### src/rtl/output_conditioner_if.sv
// Core-side bundle of the output conditioner: steady level and pulse requests
// in, conditioned pin plus busy and edge strobes out.
interface output_conditioner_if;
  logic level;
  logic pulse;
  logic pin;
  logic busy;
  logic positiveedge;
  logic negativeedge;

  modport master (
    output level,
    output pulse,
    input  pin,
    input  busy,
    input  positiveedge,
    input  negativeedge
  );

  modport slave (
    input  level,
    input  pulse,
    output pin,
    output busy,
    output positiveedge,
    output negativeedge
  );
endinterface

### src/rtl/output_conditioner.sv
// Drives one output line with a guaranteed minimum dwell between edges, from a
// steady level request plus one-shot pulses. OUTCOND_SYNC_INPUTS_EN adds input synchronizers.
module output_conditioner #(
  parameter int unsigned COUNTER_WIDTH = 5,
  parameter int unsigned MIN_DWELL     = 10,
  parameter int unsigned PULSE_WIDTH   = 12
) (
  input  logic                 clk,
  input  logic                 reset,
  output_conditioner_if.slave  oc
);

  typedef enum logic {
    ST_LEVEL = 1'b0,
    ST_PULSE = 1'b1
  } state_e;

  // Requests shorter than the dwell (including 0) are stretched to the dwell.
  localparam int unsigned EFF_PULSE = (PULSE_WIDTH < MIN_DWELL) ? MIN_DWELL : PULSE_WIDTH;
  localparam logic [COUNTER_WIDTH-1:0] DWELL_MAX  = COUNTER_WIDTH'(MIN_DWELL);
  localparam logic [COUNTER_WIDTH-1:0] PULSE_LAST = COUNTER_WIDTH'(EFF_PULSE - 1);
  localparam logic [COUNTER_WIDTH-1:0] CNT_ONE    = COUNTER_WIDTH'(1);

  logic level_in;
  logic pulse_in;

`ifdef OUTCOND_SYNC_INPUTS_EN
  logic [1:0] level_sync_q, level_sync_d;
  logic [1:0] pulse_sync_q, pulse_sync_d;

  always_comb begin
    level_sync_d = {level_sync_q[0], oc.level};
    pulse_sync_d = {pulse_sync_q[0], oc.pulse};
  end

  always_ff @(posedge clk) begin
    if (reset) begin
      level_sync_q <= '0;
      pulse_sync_q <= '0;
    end else begin
      level_sync_q <= level_sync_d;
      pulse_sync_q <= pulse_sync_d;
    end
  end

  assign level_in = level_sync_q[1];
  assign pulse_in = pulse_sync_q[1];
`else
  assign level_in = oc.level;
  assign pulse_in = oc.pulse;
`endif

  state_e                    state_q, state_d;
  logic                      pin_q, pin_d;
  logic                      pending_q, pending_d;
  logic                      pos_q, pos_d;
  logic                      neg_q, neg_d;
  logic [COUNTER_WIDTH-1:0]  dwell_q, dwell_d;
  logic [COUNTER_WIDTH-1:0]  pcnt_q, pcnt_d;
  logic [COUNTER_WIDTH-1:0]  dwell_inc;
  logic                      ready;

  always_comb begin
    // NOTE: every variable gets a default before any branch, so no path can infer a latch.
    state_d   = state_q;
    pin_d     = pin_q;
    pending_d = pending_q;
    pcnt_d    = pcnt_q;

    // Ready once the current cycle completes MIN_DWELL cycles at this value.
    dwell_inc = (dwell_q == DWELL_MAX) ? dwell_q : dwell_q + CNT_ONE;
    ready     = (dwell_inc == DWELL_MAX);

    case (state_q)
      ST_LEVEL: begin
        if (pulse_in) begin
          pending_d = 1'b1;
        end
        if (ready && (pending_q || pulse_in)) begin
          pin_d     = ~pin_q;
          pending_d = 1'b0;
          pcnt_d    = '0;
          state_d   = ST_PULSE;
        end else if (ready && (level_in != pin_q)) begin
          pin_d = level_in;
        end
      end
      ST_PULSE: begin
        if (pcnt_q == PULSE_LAST) begin
          pin_d   = ~pin_q;
          state_d = ST_LEVEL;
        end else begin
          pcnt_d = pcnt_q + CNT_ONE;
        end
      end
      default: begin
        state_d = ST_LEVEL;
      end
    endcase

    dwell_d = (pin_d != pin_q) ? '0 : dwell_inc;
    pos_d   = pin_d & ~pin_q;
    neg_d   = ~pin_d & pin_q;
  end

  // NOTE: sequential state uses non-blocking assignments only, so all flops update together.
  always_ff @(posedge clk) begin
    if (reset) begin
      state_q   <= ST_LEVEL;
      pin_q     <= 1'b0;
      pending_q <= 1'b0;
      pos_q     <= 1'b0;
      neg_q     <= 1'b0;
      dwell_q   <= '0;
      pcnt_q    <= '0;
    end else begin
      state_q   <= state_d;
      pin_q     <= pin_d;
      pending_q <= pending_d;
      pos_q     <= pos_d;
      neg_q     <= neg_d;
      dwell_q   <= dwell_d;
      pcnt_q    <= pcnt_d;
    end
  end

  assign oc.pin          = pin_q;
  assign oc.positiveedge = pos_q;
  assign oc.negativeedge = neg_q;
  assign oc.busy         = (state_q == ST_PULSE) | pending_q | (level_in != pin_q);

endmodule

### src/flat_wrapper.sv
// flat-port wrapper written by rule: the top's interface ports become plain ports
module output_conditioner_flat 
#(
  parameter int unsigned COUNTER_WIDTH = 5,
  parameter int unsigned MIN_DWELL     = 10,
  parameter int unsigned PULSE_WIDTH   = 12
)
  (clk, reset, oc_level, oc_pulse, oc_pin, oc_busy, oc_positiveedge, oc_negativeedge);
  output_conditioner_if oc_i ();
  input  logic clk;
  input  logic reset;
  input wire logic [$bits(oc_i.level)-1:0] oc_level;
  input wire logic [$bits(oc_i.pulse)-1:0] oc_pulse;
  output wire logic [$bits(oc_i.pin)-1:0] oc_pin;
  output wire logic [$bits(oc_i.busy)-1:0] oc_busy;
  output wire logic [$bits(oc_i.positiveedge)-1:0] oc_positiveedge;
  output wire logic [$bits(oc_i.negativeedge)-1:0] oc_negativeedge;
  assign oc_i.level = oc_level;
  assign oc_i.pulse = oc_pulse;
  assign oc_pin = oc_i.pin;
  assign oc_busy = oc_i.busy;
  assign oc_positiveedge = oc_i.positiveedge;
  assign oc_negativeedge = oc_i.negativeedge;
  output_conditioner #(.COUNTER_WIDTH(COUNTER_WIDTH), .MIN_DWELL(MIN_DWELL), .PULSE_WIDTH(PULSE_WIDTH)) u_core (.clk(clk), .reset(reset), .oc(oc_i));
endmodule
### config.mk
export PLATFORM = sky130hd
export DESIGN_NAME = output_conditioner_flat
export DESIGN_NICKNAME = d
export VERILOG_FILES = /design/src/rtl/output_conditioner_if.sv /design/src/rtl/output_conditioner.sv /design/src/flat_wrapper.sv
export SDC_FILE = /design/constraint.sdc
export NUM_CORES = 1
export LEC_CHECK = 0
export ABC_AREA = 1
export CORE_AREA = 2 2 41 43
export CTS_CLUSTER_SIZE = 10
export DETAILED_ROUTE_END_ITERATION = 10
export DIE_AREA = 0 0 43 45
export PLACE_DENSITY = 0.83
export SLEW_MARGIN = 20
export SYNTH_ARGS = -nofsm -noshare
export SYNTH_HDL_FRONTEND = slang
export SYNTH_SLANG_ARGS = --single-unit
### constraint.sdc
create_clock -name clk -period 5.8 [get_ports clk]
set_input_delay 1.16 -clock clk [delete_from_list [all_inputs] [get_ports clk]]
set_output_delay 1.16 -clock clk [all_outputs]
set_load 0.02 [all_outputs]
==> impl_metrics.py, run 1 <==
metrics = {
    "yosys": {
        "synth.area.top_cells": "dfxtp_1 37%, ha_1 7.7%, nand2_1 7.4%, nor2_1 7.4%, inv_1 6.4%",
        "syn-instance-count": 107,
        "ys_seq_area_frac": 0.3675,
        "avgSynthCellArea_um2": 7.636,
        "synth_largest_area_cell": "dfxtp_1",
        "synth_cell_types": 22,
        "synth_nets": 116,
        "synth_seq_cells": 15,
        "yosysWarnings": 0,
        "syn_area_um2": 817.0,
        "yosysTopAreaCellShare": 0.3675,
    },
    "sta": {
        "fin_skew_ns": 0.002659,
        "maxSlewHeadroom": 0.7362,
        "tns_ns": 0,
        "timing.fmax_ghz": 0.2781,
        "holdWs_ns": 0.5105,
        "post-route-period-util": 0.6199,
        "finalMaxSlewViolations": 0,
        "worst_slack_ns": 2.204,
        "fin_crit_ns": 3.596,
        "setup_viol": 0,
        "tightest_slew_ns": 0.3944,
        "rsz0062_at_grt": "no",
        "hold_violations": 0,
    },
    "global_route": {
        "grt_max_degree": 11,
        "grt-ovfl-total": 0,
        "first_global_vias": 629,
        "grt_first_pass_wirelength_mm": 2.684,
        "track_usage": 0.1914,
        "antenna_found_initial": 0,
    },
    "cts": {
        "clk-insertion-delay-late_ns": 0.29,
        "cts_tree": "done",
        "cts_made_buffers": 3,
        "holdBufCountCts": 0,
        "clk_pin_slew_worst_paths_ns": 0.09,
        "cts-resized-gates": 0,
        "clkSinkCount": 15,
        "postCtsSetupRepairBufs": 0,
        "cts_max_level": 1,
        "root_buffer": "clkbuf_4",
        "cts_buffer_depth": 2,
    },
    "critical_path": {
        "critical_path_class": "input pin to output pin",
        "path_max_fanout": 3,
        "crit_path_top_delay_cell": "clkdlybuf4s50_1",
        "crit_path_cell_trace": "clkdlybuf4s50_1, a21oi_1, o211ai_1, clkdlybuf4s50_1",
        "crit_top_cell": "clkdlybuf4s50_1",
        "critPathArrivalTime_ns": 2.44,
        "cp.required_ns": 4.64,
        "r2r_slack_ns": 3.57,
        "endpoint_kind": "output pin",
        "worst_setup_path_start_kind": "input pin",
        "max_stage_delay_ns": 0.63,
    },
    "final_layout": {
        "layout.nets": 127,
        "antenna_cells": 0,
        "drive_gt1_frac": 0.1111,
        "mostFrequentLayoutCells": "16 x nand2_1, 16 x nor2_1, 15 x dfxtp_1, 14 x inv_1, 10 x nand3_1",
        "area_growth_pct": 13.94,
        "utilization": 0.6327,
    },
    "placement": {
        "pre_cts_slack_ns": 2.194,
        "numPortBuffers": 7,
        "hpwl_mm": 1.208,
        "gp_congestion": 0.8208,
    },
    "floorplan": {
        "initial_core_util": 0.5553,
        "coreArea_mm2": 0.001471,
        "die-area_mm2": 0.001935,
        "io_pins": 8,
        "die-height_um": 45,
        "die_w_um": 43,
        "rows": 14,
    },
    "routing": {
        "ant_nets": 0,
        "wire_per_inst_um": 12.15,
        "drt_pass1_iterations": 4,
        "drt-total-wl_mm": 1.616,
        "dr_total_vias": 718,
        "drc_errors": 0,
        "vias_per_cell": 5.398,
        "drt-initial-drc-count": 17,
    },
    "worst_hold_path": {
        "min_path_type": "flip-flop to flip-flop",
    },
    "power": {
        "power.density_mw_per_mm2": 204.6,
        "p_leak_uw": 0.0003792,
        "p_total_uw": 190.4,
        "peakVddDrop_v": 0.0001370,
    },
    "outcome": {
        "status": "finished, final reports clean",
    },
    "flow_run": {
        "max_cap_viol_count": 0,
    },
}
-- layer usage --
| layer | vias up | global-route usage | wire [µm] |
|---|---|---|---|
| met3 | 9 | 0.05200 | 64 |
| met2 | 19 | 0.3061 | 728 |
| met5 | - | 0 | 0 |
| met4 | 0 | 0.1333 | 69 |
| li1 | 367 | - | - |
| met1 | 323 | 0.2244 | 754 |
-- path summary, 6_finish.rpt --
kind	start	endpoint	cells after the start
setup / recovery	oc_level	oc_busy	4
hold / removal	u_core.pcnt_q[1]$_SDFFE_PP0P_	u_core.pcnt_q[1]$_SDFFE_PP0P_	2
setup reg to reg	u_core.dwell_q[0]$_SDFF_PP0_	u_core.dwell_q[2]$_SDFF_PP0_	15
hold reg to reg	u_core.pcnt_q[1]$_SDFFE_PP0P_	u_core.pcnt_q[1]$_SDFFE_PP0P_	2
-- cell families after synthesis --
logic type,after synthesis,synth area share
buffers and inverters,16,0.07657
AO/OA/AOI/OAI,15,0.1026
flip-flops,15,0.3675
XOR/XNOR,3,0.05514
adder cells (fa/ha/maj),5,0.07657
AND/OR/NAND/NOR,53,0.3216
-- area by class of cell --
type                       instances  area [µm²]
clock buffer                       3       22.52
clock inverter                     1       5.005
fill                             136       540.5
inverter                          15       58.81
multi-input combinational         76       454.2
sequential                        15       300.3
tap                               16       20.02
timing repair buffer               7       70.07
-- power breakdown --
part	switching, µW	internal (µW)
combinational	11.4	7.89
sequential	3.11	106
clock	36.8	25.7
-- registers in the layout (all words and copies together), names as in the netlist --
| register | flops |
|---|---|
| u_core.dwell_q | 5 |
| u_core.oc.negativeedge | 1 |
| u_core.oc.pin | 1 |
| u_core.oc.positiveedge | 1 |
| u_core.pcnt_q | 5 |
| u_core.pending_q | 1 |
| u_core.state_q | 1 |
-- cell usage after synthesis, drive strengths merged --
library cell / n
a31o: 1
clkbuf: 1
nand2: 18
xnor2: 1
nand3: 10
nor2: 19
a21oi: 9
and3: 1
nor3: 1
nand4: 4
xor2: 2
o21ai: 3
dfxtp: 15
ha: 5
inv: 15
o211ai: 2
-- through the flow --
step	instance area, µm²	instances
5_1_grt	930.9	133
3_3_place_gp	903.4	129
4_1_cts	930.9	133
2_1_floorplan	817.0	107
3_5_place_dp	903.4	129
6_report	930.9	133
-- worst max-delay path, delay by kind of cell --
kind | cells | cell delay (ns)
buffers and inverters | 2 | 1.12
AOI/OAI and AO/OA | 2 | 0.15
(Power assumes the default switching activity.)
==> inputs of run 2 (changes only) <==
Settings changed: CORE_AREA 2 2 41 43 to 2 2 42 44, DIE_AREA 0 0 43 45 to 0 0 44 46, PLACE_DENSITY 0.83 to 0.8.
Clock period 5.8 ns to 3.74 ns, I/O delays scaled along.
==> impl_metrics.py, run 2 (synthesis gave the netlist of run 1 again) <==
metrics = {
    "floorplan": {
        "die-height_um": 46,
        "coreArea_mm2": 0.001614,
        "rows": 15,
        "initial_core_util": 0.5062,
        "io_pins": 8,
        "die-area_mm2": 0.002024,
        "die_w_um": 44,
    },
    "sta": {
        "hold_violations": 0,
        "timing.fmax_ghz": 0.3587,
        "fin_crit_ns": 2.788,
        "worst_slack_ns": 0.9521,
        "tns_ns": 0,
        "post-route-period-util": 0.7454,
        "fin_skew_ns": 0.0004090,
        "finalMaxSlewViolations": 0,
        "tightest_slew_ns": 0.3554,
        "rsz0062_at_grt": "no",
        "setup_viol": 0,
        "maxSlewHeadroom": 0.7623,
    },
    "global_route": {
        "track_usage": 0.1585,
        "antenna_found_initial": 0,
        "grt_max_degree": 11,
        "first_global_vias": 593,
        "grt-ovfl-total": 0,
        "grt_first_pass_wirelength_mm": 2.325,
    },
    "critical_path": {
        "max_stage_delay_ns": 0.63,
        "critPathArrivalTime_ns": 2.04,
        "endpoint_kind": "output pin",
        "crit_top_cell": "clkdlybuf4s50_1",
        "startpoint": "oc_level",
        "r2r-start": "u_core.dwell_q[0]$_SDFF_PP0_",
        "crit_path_top_delay_cell": "clkdlybuf4s50_1",
        "worst_setup_path_start_kind": "input pin",
        "crit_path_cell_trace": "clkdlybuf4s50_1, a21oi_1, o211ai_1, clkdlybuf4s50_1",
        "cp.required_ns": 2.99,
        "critical_path_class": "input pin to output pin",
        "path_max_fanout": 3,
    },
    "cts": {
        "clk-insertion-delay-late_ns": 0.27,
        "holdBufCountCts": 0,
        "cts-resized-gates": 0,
        "postCtsSetupRepairBufs": 0,
        "cts_made_buffers": 3,
        "clk_pin_slew_worst_paths_ns": 0.08,
        "root_buffer": "clkbuf_4",
        "cts_buffer_depth": 2,
        "cts_tree": "done",
        "clkSinkCount": 15,
        "cts_max_level": 1,
    },
    "final_layout": {
        "antenna_cells": 0,
        "layout.nets": 127,
        "area_growth_pct": 13.94,
        "reg.largest.list": "u_core.dwell_q x5, u_core.pcnt_q x5",
        "drive_gt1_frac": 0.1026,
        "fillers": 162,
        "multi_input_area_um2": 454.2,
        "utilization": 0.5767,
        "mostFrequentLayoutCells": "16 x nand2_1, 16 x nor2_1, 15 x dfxtp_1, 14 x inv_1, 10 x nand3_1",
        "stdcell_area_um2": 930.9,
        "seqCellArea_um2": 300.3,
    },
    "flow_run": {
        "max_cap_viol_count": 0,
    },
    "placement": {
        "pre_cts_slack_ns": 0.9522,
        "hpwl_mm": 1.119,
        "gp_congestion": 0.7942,
        "numPortBuffers": 7,
        "place_area_um2": 904.6,
    },
    "worst_hold_path": {
        "min_from": "u_core.pcnt_q[0]$_SDFFE_PP0P_",
        "min_path_type": "flip-flop to flip-flop",
    },
    "routing": {
        "wire_per_inst_um": 10.46,
        "drc_errors": 0,
        "vias_per_cell": 5.060,
        "drt-initial-drc-count": 11,
        "drt_pass1_iterations": 4,
        "drt-total-wl_mm": 1.402,
        "ant_nets": 0,
        "dr_total_vias": 678,
    },
    "power": {
        "p_leak_uw": 0.0003764,
        "switching_share": 0.2402,
        "comb_power_share": 0.102,
        "peakVddDrop_v": 0.0001748,
        "clock_power_share": 0.311,
        "switchingPower_uw": 68.64,
        "power.density_mw_per_mm2": 307.0,
        "p_seq_frac": 0.588,
        "p_int_uw": 217.1,
    },
    "outcome": {
        "status": "finished, final reports clean",
    },
}
run 2: changes by cell type in the layout (fill, tap and decap cells not counted), sizes merged:
cell    change
clkbuf      +1
clkinv      -1
run 2: worst paths after layout:
kind | cells after the start | to | slack [ns]
max | 4 | oc_busy | 0.95
min | 1 | u_core.pcnt_q[0]$_SDFFE_PP0P_ | 0.49
max reg2reg | 15 | u_core.dwell_q[2]$_SDFF_PP0_ | 1.58
min reg2reg | 1 | u_core.pcnt_q[0]$_SDFFE_PP0P_ | 0.49
run 2: through the flow:
step	std cells	total power, µW	hold WS (ns)
6_report	134	285.8	0.4948
5_1_grt	134	302.1	0.5149
4_1_cts	134	292.8	0.4975
3_5_place_dp	130	201.3	0.4842
3_3_place_gp	130	200.1	0.4779
2_1_floorplan	107	192.1	0.4545
run 2: worst max-delay path: cells and delay by family:
family / cells / cell delay, ns
buf+inv: 2 / 1.13
compound gates: 2 / 0.16
run 2: final cells by class:
| class | instances | area share |
|---|---|---|
| timing repair buffer | 7 | 0.07527 |
| clock buffer | 4 | 0.02823 |
| inverter | 15 | 0.06317 |
| sequential | 15 | 0.3226 |
| tap | 17 | 0.02285 |
| multi-input combinational | 76 | 0.4879 |
run 2: routing by layer:
layer / global-route usage / share of wire / up-vias
met3: 0.02381 / 0.029 / 2
met1: 0.1937 / 0.44 / 303
met5: 0 / 0 / -
met4: 0.09091 / 0.0093 / 0
li1: - / - / 367
met2: 0.2647 / 0.52 / 6
run 2: power groups by stage:
stage / clock network, µW / registers [µW] / logic (µW)
after CTS: 95.3 / 168 / 29.5
final: 88.8 / 168 / 29.0
after floorplan: 0 / 171 / 21.2
after global placement: 0 / 171 / 28.8
after global routing: 100 / 169 / 33.0
after detailed placement: 0 / 172 / 29.5
==> inputs of run 3 (changes only) <==
Clock period 3.74 ns to 2.6 ns, I/O delays scaled along.
==> results of run 3 <==
The final DEF is identical to that of run 2. Status: finished, final reports clean.
Among the figures that moved: setup slack after placement 0.9522 ns -> 0.2682 ns; setup slack after layout 0.9521 ns -> 0.2681 ns; register-to-register setup slack 1.58 ns -> 0.44 ns; total power 285.8 µW -> 411.1 µW; worst IR drop on VDD 0.0001748 V -> 0.0002514 V
